<file path="src/rtl/cdb_arbiter_pkg.sv">
// Shared result types for the CDB path: ROB id, data word and the broadcast record.
package cdb_arbiter_pkg;

  typedef logic [31:0] word_t;
  typedef logic [4:0]  rob_id_t;

  typedef struct packed {
    rob_id_t rob_id;
    logic    r_valid;
    word_t   w_data;
  } cdb_info_t;

  localparam int unsigned CDB_SRC_COUNT = 4;

endpackage

</file>
<file path="src/rtl/cdb_arbiter_result_fifo.sv">
// Per-source result buffer: power-of-two ring with naturally wrapping pointers.
module result_fifo #(
  parameter int unsigned DEPTH = 2,
  parameter type         T     = logic
) (
  input  logic clk,
  input  logic rst,
  input  logic flush,
  input  logic push,
  input  T     wdata,
  input  logic pop,
  output logic full,
  output logic empty,
  output T     head
);

  localparam int unsigned PtrW = $clog2(DEPTH);

  T                mem_q [DEPTH];
  logic [PtrW-1:0] rd_q, wr_q;
  logic [PtrW:0]   cnt_q;
  logic            do_push, do_pop;

  assign full    = (cnt_q == (PtrW+1)'(DEPTH));
  assign empty   = (cnt_q == '0);
  assign do_push = push && !full;
  assign do_pop  = pop && !empty;
  assign head    = mem_q[rd_q];

  always_ff @(posedge clk) begin
    if (rst || flush) begin
      rd_q  <= '0;
      wr_q  <= '0;
      cnt_q <= '0;
    end else begin
      if (do_push) wr_q <= wr_q + 1'b1;
      if (do_pop)  rd_q <= rd_q + 1'b1;
      cnt_q <= cnt_q + (PtrW+1)'(do_push) - (PtrW+1)'(do_pop);
    end
  end

  // Storage needs no reset; the count alone defines validity.
  always_ff @(posedge clk) begin
    if (do_push && !rst && !flush) mem_q[wr_q] <= wdata;
  end

endmodule

</file>
<file path="src/rtl/cdb_arbiter.sv">
// Collects execute results into per-source FIFOs and broadcasts up to CDB_COUNT
// per cycle on the CDB, scanning sources round-robin from rr_q.
module cdb_arbiter
  import cdb_arbiter_pkg::*;
#(
  parameter int unsigned SRC_COUNT  = CDB_SRC_COUNT,
  parameter int unsigned FIFO_DEPTH = 2,
  parameter int unsigned CDB_COUNT  = 2
) (
  input  logic                            clk,
  input  logic                            rst,
  input  logic                            flush,
  input  cdb_info_t [SRC_COUNT-1:0]       src_result_i,
  input  logic      [SRC_COUNT-1:0]       src_valid_i,
  output logic      [SRC_COUNT-1:0]       src_ready_o,
  output cdb_info_t [CDB_COUNT-1:0]       cdb_info_o,
  output word_t     [CDB_COUNT-1:0]       cdb_data_o,
  output rob_id_t   [CDB_COUNT-1:0]       cdb_reg_id_o,
  output logic      [CDB_COUNT-1:0]       cdb_valid_o
);

  localparam int unsigned SrcW = (SRC_COUNT > 1) ? $clog2(SRC_COUNT) : 1;

  logic      [SrcW-1:0]      rr_q, rr_d;
  logic      [SRC_COUNT-1:0] full, empty, pop;
  cdb_info_t [SRC_COUNT-1:0] head;

  for (genvar s = 0; s < SRC_COUNT; s++) begin : g_fifo
    result_fifo #(
      .DEPTH (FIFO_DEPTH),
      .T     (cdb_info_t)
    ) u_fifo (
      .clk   (clk),
      .rst   (rst),
      .flush (flush),
      .push  (src_valid_i[s]),
      .wdata (src_result_i[s]),
      .pop   (pop[s]),
      .full  (full[s]),
      .empty (empty[s]),
      .head  (head[s])
    );
  end

  // Ready comes from the registered count only, so a full FIFO bubbles once after a pop.
  assign src_ready_o = ~full;

  always_comb begin
    int unsigned     n;
    int unsigned     idx;
    logic [SrcW-1:0] src;
    logic [SrcW-1:0] last;
    pop         = '0;
    cdb_valid_o = '0;
    cdb_info_o  = '0;
    n           = 0;
    idx         = 0;
    src         = '0;
    last        = rr_q;
    rr_d        = rr_q;
    for (int unsigned i = 0; i < SRC_COUNT; i++) begin
      idx = i + 32'(rr_q);
      if (idx >= SRC_COUNT) idx = idx - SRC_COUNT;
      src = SrcW'(idx);
      if (!rst && !flush && !empty[src] && n < CDB_COUNT) begin
        pop[src] = 1'b1;
        for (int unsigned p = 0; p < CDB_COUNT; p++) begin
          if (p == n) begin
            cdb_valid_o[p] = 1'b1;
            cdb_info_o[p]  = head[src];
          end
        end
        last = src;
        n    = n + 1;
      end
    end
    if (n != 0) rr_d = (last == SrcW'(SRC_COUNT - 1)) ? '0 : last + 1'b1;
  end

  for (genvar p = 0; p < CDB_COUNT; p++) begin : g_port
    assign cdb_data_o[p]   = cdb_info_o[p].w_data;
    assign cdb_reg_id_o[p] = cdb_info_o[p].rob_id;
  end

  always_ff @(posedge clk) begin
    if (rst || flush) rr_q <= '0;
    else              rr_q <= rr_d;
  end

endmodule

</file>
<file path="config.mk">
export PLATFORM = sky130hd
export DESIGN_NAME = cdb_arbiter
export DESIGN_NICKNAME = d
export VERILOG_FILES = /design/src/rtl/cdb_arbiter_pkg.sv /design/src/rtl/cdb_arbiter_result_fifo.sv /design/src/rtl/cdb_arbiter.sv
export SDC_FILE = /design/constraint.sdc
export NUM_CORES = 1
export LEC_CHECK = 0
export BUFFER_PORTS_ARGS = -buffer_cell sky130_fd_sc_hd__buf_2
export CAP_MARGIN = 0
export CORE_ASPECT_RATIO = 0.75
export CORE_UTILIZATION = 45
export CTS_CLUSTER_SIZE = 30
export DETAILED_ROUTE_END_ITERATION = 10
export PLACE_DENSITY = 0.64
export SLEW_MARGIN = 40
export SYNTH_ARGS = -nofsm -noshare
export SYNTH_HDL_FRONTEND = slang
export SYNTH_SLANG_ARGS = --single-unit
</file>
<file path="constraint.sdc">
create_clock -name clk -period 11.3 [get_ports clk]
set_input_delay 2.825 -clock clk [delete_from_list [all_inputs] [get_ports clk]]
set_output_delay 2.825 -clock clk [all_outputs]
set_load 0.1 [all_outputs]
</file>
[Yosys cells after proc, flatten, opt, wreduce, memory -nomap -nowiden]
Memories as Yosys holds them, arrays and structs flattened. A register that Yosys moved wholly into a read port is not among the register bits.
Cells that the tools add are included.
Storage, ports and cells
  register bits after elaboration: 18
  bits in writable memories: 304
  input bits: 159
  output and inout bits: 156
  logic and storage cells: 199
  memories kept: 4
Operators by class
  $add $sub $neg: 27
  magnitude comparators: 15
  eq/ne operators: 8
  mux-type cells: 77
  bitwise operators: 4
  reductions and logical operators: 51
Memories
  g_fifo[0].u_fifo.mem_q: words 2, bits a word 38, rd ports 1, clocked after Yosys merged registers in 1, wr ports 1, line cdb_arbiter_result_fifo.sv:19  | T mem_q [DEPTH];
  g_fifo[1].u_fifo.mem_q: words 2, bits a word 38, rd ports 1, clocked after Yosys merged registers in 1, wr ports 1, line cdb_arbiter_result_fifo.sv:19
  g_fifo[2].u_fifo.mem_q: words 2, bits a word 38, rd ports 1, clocked after Yosys merged registers in 1, wr ports 1, line cdb_arbiter_result_fifo.sv:19
  g_fifo[3].u_fifo.mem_q: words 2, bits a word 38, rd ports 1, clocked after Yosys merged registers in 1, wr ports 1, line cdb_arbiter_result_fifo.sv:19
Operators by type and width (count)
  $mux 38: 11
  $bmux 38 s2: 4
  $mux 76: 3
  $add 32x1->32 const B: 3
  $eq 1x32->1 const A: 3
  $logic_not 32->1: 3
  $lt 32x2->1 const B: 3
  $mux 32: 3
  $mux 1: 32
  $reduce_bool 32->1: 1
  $logic_and 1x1->1: 28
  $mux 2: 12
  $mux 4: 4
  $logic_not 1->1: 14
  $lt 2x3->1 const B: 4
  $or 4x4->4: 3
  $eq 2x2->1 const B: 5
  $ge 3x3->1 const B: 3
  $add 1x1->1 const B: 8
  $add 2x1->2: 4
  $bmux 1 s2: 4
  $demux 1 s2: 4
  $ge 2x1->1 const B: 4
  $logic_not 2->1: 4
  other kinds (8): 15

[Depth between registers and ports, before layout]
Gate-level depths: netlist of run 1.
  depth in word-level cells: 19
  depth in mapped cells: 24
  gate-level depth less buffers: 16

[Modules after synthesis]
A second synthesis of run 1 with hierarchy kept.
Unflattened totals
  cell total of the unflattened synthesis: 1276
  area total of the unflattened synthesis: 19015.7 µm²
By module, submodules not included
  result_fifo: instances 4, cells each 144, area each 3064.2 µm², sequential area each 2382.3 µm²
  cdb_arbiter: instances 1, cells each 700, area each 6759.0 µm², sequential area each 40.0 µm²

[Least setup slack after synthesis of run 1]
No wires, ideal clock.
  path kind: in2out
  start: input port rst
  end: output port cdb_info_o[55] (netlist name)
  arrival: 8183 ps
  required time: 8475 ps
  path slack: 292 ps
  cell stages on the path: 18
  path buffers: 7
  cell sequence: or2_0 > buf_2 > nor2_2 > inv_1 > clkbuf_1 > buf_2 > ha_1 > or3_1 > buf_2 > nand2_1 > inv_1 > ha_1 > nand4_2 > nand3_1 > buf_2 > clkbuf_1 > o21ai_0 > buf_4
RTL lines
  from (decl): line cdb_arbiter.sv:11  | input logic rst,
  to (decl): line cdb_arbiter.sv:16  | output cdb_info_t [CDB_COUNT-1:0] cdb_info_o,

==> impl_metrics.ini, run 1 <==
[outcome]
status = finished, final reports clean

[cells_and_area]
nNetsFinal = 2077
post-route-util_pct = 52.7
drive_above_1_share_pct = 30.3
fillers = 3502
multi_input_area_mm2 = 0.00761
stdcell_count = 2452
design_area_mm2 = 0.0210
regArea_mm2 = 0.00958
areaGrowthSynthToFinish_pct = 15.0

[drt]
drc = 0
routedWlPerCell_um = 21.9
ant_nets = 0
first_pass_iters = 6
viasPerCell = 5.77
drt_iter0_markers = 1572
dr_total_vias = 14200
wl_mm = 53.8

[floorplan]
num_rows = 63
die_h_um = 176
io-pin-count = 315
die_w_um = 234
initial_core_util_pct = 45.9
die_area_mm2 = 0.0413
core_area_mm2 = 0.0397

[cts]
cts_setup_buffers = 0
cts.sinks = 326
cts_resized = 0
cts_buffers = 37
cts_hold_buf = 0
clkTransAtPathRegs_ns = 0.06
cts_root_buffer = clkbuf_16
clock_path_buffers = 3
cts_tree = yes
clock_latency_ns = 0.54
cts_max_level = 2

[pwr]
p_leak_nw = 8.02
switchingPower_mw = 1.31
power_density_mw_per_mm2 = 168
internal-power_mw = 2.22
switching_share_pct = 37.0
seqPwrFrac_pct = 38.5
comb_power_share_pct = 28.1
pwr-share-clk_pct = 33.4
ir_drop_uv = 164

[placed_design]
placed_cells = 2378
post-place-ws_ns = 1.11
portBuffers = 314
dp_hpwl_mm = 34.2
placed_area_mm2 = 0.0197
globalplace.congestion = 0.852

[setup_path]
cp.arrival_ns = 7.34
cp.required_ns = 8.48
worstSetupPathType = input pin to output port
crit_fanout = 39
end_kind = output port
worstSetupStartpointType = input pin

[timing]
finClkSkew_ns = 0.0220
fin_crit_ns = 10.17
setup_viol = 0
rsz0062_at_grt = no
slew-limit-headroom_pct = 44.7
finalHoldViolCount = 0
tightest_slew_ns = 0.828
worst_slack_ns = 1.13
max_freq_mhz = 98.4
finalSetupTns_ns = 0
fin_crit_sh_pct = 90.0
drv_slew = 0

[synth]
ys.flop_type = edfxtp_1
netlist_area_mm2 = 0.0182
synthesis.instances = 1717
synth_top_area_share_pct = 50.1
syn_area_per_cell_um2 = 10.6
yosysWarnings = 0
yosysUniqueCellTypes = 54
synth.top_cells.by_count = 304 x edfxtp_1, 251 x nor2_1, 122 x nand2_1, 120 x a21oi_1, 118 x mux2i_1
yosysMostFrequentCell = edfxtp_1
synth-seq-cells = 326
ys_seq_area_share_pct = 52.5
syn_nets = 1895
synth.area.top_cells = edfxtp_1 50%, mux2_2 6.9%, mux2i_1 6.5%
yosysTopAreaCell = edfxtp_1
synth_edf_count = 304
async_reset_ff_share_pct = 0

[global_route]
grt_pass1_wl_mm = 79.3
antenna_found_initial = 5
grt_max_degree = 92
grt_usage_pct = 25.7
grt_pass1_vias = 13200
grt-ovfl-total = 0

[job]
maxCapViolations = 0

[hold_path]
holdCritPathClass = register to register
[worst max-delay path, cell delays in order]
cell,delay (ns)
buf_2,0.10
or2_0,0.20
buf_4,0.23
nor2_2,0.30
inv_2,0.39
ha_1,0.40
or3_1,0.57
nand2_1,0.16
inv_1,0.11
ha_1,0.27
nand4_4,0.09
nand3_2,0.41
buf_4,0.43
o21ai_0,0.32
buf_2,0.49
[cells by family (layout without fill, tap and decap cells)]
group                      count (synthesis)  after routing  synth area share (%)
and+or+nand+nor                          502            502                  12.3
AOI/OAI and AO/OA                        405            405                  13.1
DFF                                      326            326                  52.5
muxes                                    231            231                  13.5
buffers and inverters                    217            425                  6.38
adders and majority gates                 19             19                  1.30
xor gates and xnor gates                  17             17                 0.858
other                                      0              7                     0
[stage by stage]
| step | total power [mW] | hold slack, ns |
|---|---|---|
| 3_5_place_dp | 2.37 | 0.496 |
| 3_3_place_gp | 2.36 | 0.496 |
| 4_1_cts | 3.55 | 0.516 |
| 2_1_floorplan | 2.23 | 0.481 |
| 5_1_grt | 3.65 | 0.561 |
| 6_report | 3.53 | 0.515 |
[flip-flops by register name, summed over array words and instances (netlist names), named ones only]
register / cells
g_fifo.u_fifo.mem_q: 304
g_fifo.u_fifo.cnt_q: 8
g_fifo.u_fifo.rd_q: 4
g_fifo.u_fifo.wr_q: 4
rr_q: 2
[power groups by stage]
stage               registers [mW]  logic (mW)  clock network [mW]
global placement              1.38       0.975                   0
detailed placement            1.38       0.985                   0
finish                        1.36       0.991                1.18
global route                  1.36        1.04                1.25
floorplan                     1.38       0.853                   0
CTS                           1.36       0.987                1.21
[worst paths after layout]
path / startpoint / end / slack, ns / depth (start not counted)
setup reg to reg: rr_q[0] / rr_q[0] / 5.73 / 16
setup / recovery: rst / cdb_info_o[39] / 1.13 / 15
hold reg to reg: g_fifo[3].u_fifo.rd_q / register / 0.51 / 2
hold / removal: g_fifo[3].u_fifo.rd_q / register / 0.51 / 2
[metal layers]
layer	vias up	share of wire, %	global-route usage [%]
met5	-	0.017	0
met3	77	7.8	4.30
li1	6644	-	-
met4	2	1.9	7.04
met2	653	47	41.2
met1	6777	44	35.9
[cell usage in the layout, fill, tap and decap left out, drive strengths merged, types with 5 or more instances in the layout]
cell / netlist / final
nor4b: 5 / 5
nor2: 252 / 252
buf: 119 / 345
a21oi: 120 / 120
clkbuf: 83 / 44
o22ai: 111 / 111
nand4: 7 / 7
mux2i: 118 / 118
nor4: 5 / 5
dfxtp: 22 / 22
o21ai: 116 / 116
diode: 0 / 7
and2: 48 / 48
nand3: 5 / 5
mux2: 112 / 112
edfxtp: 304 / 304
inv: 15 / 13
ha: 19 / 19
and3: 6 / 6
or2: 38 / 38
o221ai: 38 / 38
xnor2: 13 / 13
nand2: 123 / 123
clkinv: 0 / 17
a211oi: 6 / 6
[final cells by class]
cell class                      instances  area share, %
Timing Repair Buffer                  345           8.84
Sequential cell                       326           45.7
Tap cell                              520           3.11
Clock inverter                         21          0.997
Antenna cell                            7         0.0836
Multi-Input combinational cell       1174           36.3
Clock buffer                           44           4.65
Inverter                               15          0.293
(Power assumes the default switching activity.)
==> run 2: changes to the inputs <==
Settings changed: CORE_UTILIZATION 45 to 50, PLACE_DENSITY 0.64 to default, PLACE_DENSITY_LB_ADDON from default to 0.3.
==> run 2 against run 1 <==
Die area fell by 9.9%. Power up 0.34%. Sequential share of layout area about the same. Flip-flop and latch count stayed put. Clock skew about the same. Non-clock buffer count is the same. Routed wire length down 0.81%. Sequential power about the same. Utilization rose by 5.6 points. Cell count down 2.0%. Largest power group unchanged. Register-to-register slack got worse by 0.40 ns.
==> impl_metrics.ini, run 2 (same netlist as run 1, synthesis figures left out) <==
[drt]
first_pass_iters = 6
drt_iter0_markers = 1389
drc = 0
dr_total_vias = 14400
ant_nets = 0
routedWlPerCell_um = 22.2
viasPerCell = 6.00
wl_mm = 53.3

[pwr]
switchingPower_mw = 1.31
seqPwrFrac_pct = 38.4
power_density_mw_per_mm2 = 169
internal-power_mw = 2.23
p_leak_nw = 8.04
comb_power_share_pct = 28.2
pwr-share-clk_pct = 33.4
ir_drop_uv = 185
switching_share_pct = 36.9
fin_total_pwr_mw = 3.54

[setup_path]
end_kind = output port
worstSetupPathType = input pin to output port
cp.required_ns = 8.48
crit_fanout = 39
cp.arrival_ns = 7.44
worstSetupStartpointType = input pin

[cts]
cts.sinks = 326
cts_resized = 0
cts_buffers = 36
cts_setup_buffers = 0
cts_max_level = 2
clkTransAtPathRegs_ns = 0.06
cts_tree = yes
cts_root_buffer = clkbuf_16
cts_hold_buf = 0
clock_path_buffers = 3
clock_latency_ns = 0.54

[global_route]
grt_pass1_wl_mm = 79.7
grt_max_degree = 91
grt_usage_pct = 27.9
antenna_found_initial = 16
grt_pass1_vias = 13700
grt-ovfl-total = 0

[cells_and_area]
nNetsFinal = 2076
largest_register = g_fifo.u_fifo.mem_q
largestRegisters = g_fifo.u_fifo.mem_q (304), g_fifo.u_fifo.cnt_q (8)
drive_above_1_share_pct = 30.3
areaGrowthSynthToFinish_pct = 14.8
fillers = 2945
most-common-layout-cells = 314 x buf_2, 304 x edfxtp_1, 251 x nor2_1
final_common_cell = buf_2
largest_register_ffs = 304

[timing]
rsz0062_at_grt = no
tightest_slew_ns = 0.852
finClkSkew_ns = 0.0223
slew-limit-headroom_pct = 43.1
whs_ns = 0.514
max_freq_mhz = 97.4
finalSetupTns_ns = 0
fin_crit_ns = 10.27
drv_slew = 0
fin_crit_sh_pct = 90.9
finalHoldViolCount = 0
setup_viol = 0
worst_slack_ns = 1.03

[floorplan]
die_area_mm2 = 0.0372
die_h_um = 167
io-pin-count = 315
die_w_um = 222
initial_core_util_pct = 50.8
core_area_mm2 = 0.0359
num_rows = 60

[job]
maxCapViolations = 0

[placed_design]
portBuffers = 314
post-place-ws_ns = 1.04
dp_hpwl_mm = 34.8
globalplace.congestion = 0.898

[hold_path]
holdCritPathClass = register to register

[outcome]
status = finished, final reports clean
run 2: final cells by class:
cell class              count  area (um2)  share of cell area, %
diodes                     12        30.0                  0.143
clock buffers              44         993                   4.75
clock inverters            21         193                  0.921
inverters                  15        61.3                  0.293
multi-input cells        1174        7610                   36.4
flip-flops and latches    326        9580                   45.8
well taps                 465         582                   2.78
repair buffers            345        1880                   8.97
run 2: worst paths after layout:
path / from / end / slack (ns) / cells after the start
worst min-delay path: g_fifo[3].u_fifo.rd_q / g_fifo[3].u_fifo.rd_q / 0.51 / 2
worst max register to register: rr_q[1] / g_fifo[2].u_fifo.cnt_q[1] / 5.33 / 16
worst max-delay path: rst / cdb_data_o[49] / 1.03 / 15
worst min register to register: g_fifo[3].u_fifo.rd_q / g_fifo[3].u_fifo.rd_q / 0.51 / 2
run 2: power by group through the flow:
stage / sequential (mW) / combinational [mW] / clock (mW)
final: 1.36 / 0.998 / 1.18
after global routing: 1.36 / 1.04 / 1.25
after CTS: 1.36 / 0.990 / 1.20
after detailed placement: 1.38 / 0.987 / 0
after global placement: 1.38 / 0.973 / 0
after floorplan: 1.38 / 0.853 / 0
run 2: critical path, cell delays in order:
cell	delay (ns)
buf_2	0.10
or2_0	0.21
buf_4	0.24
nor2_2	0.32
inv_2	0.41
ha_1	0.41
or3_1	0.56
nand2_1	0.16
inv_1	0.09
ha_1	0.25
nand4_4	0.09
nand3_2	0.50
buf_4	0.46
o21ai_0	0.30
buf_2	0.50
run 2: per-stage QoR:
| step | area, um2 | util, % | std cells |
|---|---|---|---|
| after detailed placement | 19600 | 54.8 | 2323 |
| after global placement | 19600 | 54.6 | 2319 |
| final | 20900 | 58.3 | 2402 |
| after global routing | 20900 | 58.3 | 2397 |
| after floorplan | 18200 | - | 1717 |
| after CTS | 20800 | 58.1 | 2388 |
run 2: layer usage:
| metal | GRT usage, % | up-vias | wire length (um) |
|---|---|---|---|
| li1 | - | 6628 | - |
| met2 | 44.4 | 750 | 24500 |
| met3 | 6.26 | 125 | 4860 |
| met5 | 0 | - | 40 |
| met4 | 10.0 | 6 | 1520 |
| met1 | 37.7 | 6904 | 22400 |
==> run 3: changes to the inputs <==
==> constraint.sdc (replaced) <==
create_clock -name clk -period 11.3 [get_ports clk]
set_input_delay 2.26 -clock clk [delete_from_list [all_inputs] [get_ports clk]]
set_output_delay 2.26 -clock clk [all_outputs]
set_load 0.1 [all_outputs]
==> run 3 against run 2 <==
Via count barely moved. Sequential share of layout area grew 0.22 points. Flip-flop and latch count did not move. Combinational power is essentially flat. Clock skew down 0.0066 ns. Sequential power is essentially flat. Die area did not move. Final area fell by 0.48%. Clock power down 3%. Non-clock buffer count shrank 3. Critical path type is now register to output port. Largest cell class unchanged. Highest routed layer unchanged.
==> impl_metrics.ini, run 3 (same netlist as run 1, synthesis figures left out) <==
[floorplan]
die_area_mm2 = 0.0372
num_rows = 60
initial_core_util_pct = 50.8
io-pin-count = 315
die_h_um = 167
die_w_um = 222
core_area_mm2 = 0.0359

[job]
maxCapViolations = 0

[timing]
worst_slack_ns = 1.63
whs_ns = 0.523
rsz0062_at_grt = no
slew-limit-headroom_pct = 44.4
max_freq_mhz = 103
drv_slew = 0
setup_viol = 0
finalHoldViolCount = 0
fin_crit_sh_pct = 85.6
finClkSkew_ns = 0.0158
tightest_slew_ns = 0.833
fin_crit_ns = 9.67
finalSetupTns_ns = 0

[cts]
cts_setup_buffers = 0
cts_resized = 0
cts_max_level = 2
clock_path_buffers = 3
cts.sinks = 326
cts_hold_buf = 0
clkTransAtPathRegs_ns = 0.06
cts_root_buffer = clkbuf_16
clock_latency_ns = 0.53
cts_buffers = 35
cts_tree = yes

[setup_path]
cp.arrival_ns = 7.41
rrSetupSlack_ns = 5.30
crit_fanout = 77
crit_top_cell = ha_1
crit_cells = 15
crit_path_end = cdb_data_o[49]
slowest_delay_ns = 0.88
r2r-start = rr_q[0]
crit_buf_inv = 4
worstSetupPathType = register to output port
reg2reg_depth = 16
worstSetupStartpointType = register
critPathSlowestCell = ha_4
crit_family = simple AND/OR/NAND/NOR gates
cp.required_ns = 9.04
r2r_end = g_fifo[2].u_fifo.cnt_q[1]
end_kind = output port
path_cells = inv_4 -> ha_4 -> nor4_1 -> or4_1 -> nor2_2 -> inv_2 -> ha_1 -> or3_1 -> nand2_1 -> inv_1 -> ha_1 -> nand4_4 -> nand3_4 -> o21ai_0 -> buf_2
cp-startpoint = rr_q[0]

[cells_and_area]
fillers = 2986
largest_register_ffs = 304
most-common-layout-cells = 314 x buf_2, 304 x edfxtp_1, 251 x nor2_1
multi_input_area_mm2 = 0.00763
drive_above_1_share_pct = 29.9
nNetsFinal = 2072
regArea_mm2 = 0.00958
areaGrowthSynthToFinish_pct = 14.3
largestRegisters = g_fifo.u_fifo.mem_q (304), g_fifo.u_fifo.cnt_q (8)
final_common_cell = buf_2
largest_register = g_fifo.u_fifo.mem_q

[drt]
dr_total_vias = 14400
routedWlPerCell_um = 22.5
first_pass_iters = 5
ant_nets = 0
drt_iter0_markers = 1522
drc = 0
wl_mm = 53.6
viasPerCell = 6.04

[outcome]
status = finished, final reports clean

[global_route]
gr-usage-met2_pct = 45.1
grt_pass1_wl_mm = 80.3
grt_util_met1_pct = 40.4
busiest_layer = met2
grt_max_degree = 86
grt_pass1_vias = 13600
grt-ovfl-total = 0
grt_use_met3_pct = 4.84
grt_usage_pct = 28.4
antenna_found_initial = 9

[placed_design]
portBuffers = 314
dp_hpwl_mm = 34.8
globalplace.congestion = 0.858
post-place-ws_ns = 2.20

[pwr]
ir_drop_uv = 159
power_density_mw_per_mm2 = 168
p_leak_nw = 7.97

[hold_path]
holdCritPathClass = register to register
[run 3: changes by cell type in the layout (fill, tap and decap cells not counted), sizes merged]
cell | previous run | this run
clkinvlp | 3 | 4
bufinv | 3 | 4
clkbuf | 44 | 43
diode | 12 | 6
inv | 13 | 14
clkinv | 17 | 9
buf | 345 | 342
[run 3: final cells by class]
cell class                      count  share of cell area (%)
Clock inverter                     16                   0.925
Sequential cell                   326                    46.0
Tap cell                          465                    2.79
Antenna cell                        6                  0.0721
Multi-Input combinational cell   1174                    36.6
Clock buffer                       43                    4.40
Inverter                           15                   0.312
Timing Repair Buffer              342                    8.89
[run 3: power breakdown]
group          total (mW)  switching, mW  internal, mW
clock network        1.14          0.469         0.668
registers            1.36         0.0123          1.35
logic                1.00          0.810         0.190
[run 3: worst register-to-register path, stage by stage, from the launching register on]
cell and delay (ns):
dfxtp_4 0.70, inv_4 0.33, ha_4 0.89, nor4bb_1 0.53, or4_1 0.26, nor2_2 0.11
inv_2 0.63, ha_1 0.39, or3_1 0.40, nand4_1 0.18, a21oi_1 0.57, ha_1 0.34
inv_1 0.06, ha_1 0.14, xor2_1 0.18, xnor2_1 0.13, nor2_1 0.05
[run 3: worst min-delay path by stage]
stage | end | cells after the start | startpoint | slack (ns)
4_1_cts | g_fifo[0].u_fifo.rd_q | 2 | g_fifo[0].u_fifo.rd_q | 0.53
5_1_grt | register | 2 | g_fifo[2].u_fifo.rd_q | 0.56
2_1_floorplan | register | 2 | g_fifo[3].u_fifo.rd_q | 0.48
6_report | register | 2 | g_fifo[2].u_fifo.rd_q | 0.52
3_3_place_gp | g_fifo[0].u_fifo.rd_q | 2 | g_fifo[0].u_fifo.rd_q | 0.50
3_5_place_dp | register | 2 | g_fifo[1].u_fifo.rd_q | 0.50
[run 3: stage by stage]
step	utilization [%]	std cells	power, mW	instance area (um2)
3_5_place_dp	54.8	2320	2.37	19600
4_1_cts	57.8	2379	3.50	20800
6_report	58.1	2387	3.49	20800
3_3_place_gp	54.5	2316	2.36	19600
5_1_grt	58.0	2385	3.60	20800
2_1_floorplan	-	1717	2.23	18200
[run 3: metal layers]
layer | wire [um] | up-vias | part of all wire, %
li1 | - | 6611 | -
met1 | 23300 | 6970 | 43
met2 | 24500 | 743 | 46
met3 | 4710 | 90 | 8.8
met4 | 1080 | 4 | 2.0
met5 | 29 | - | 0.054
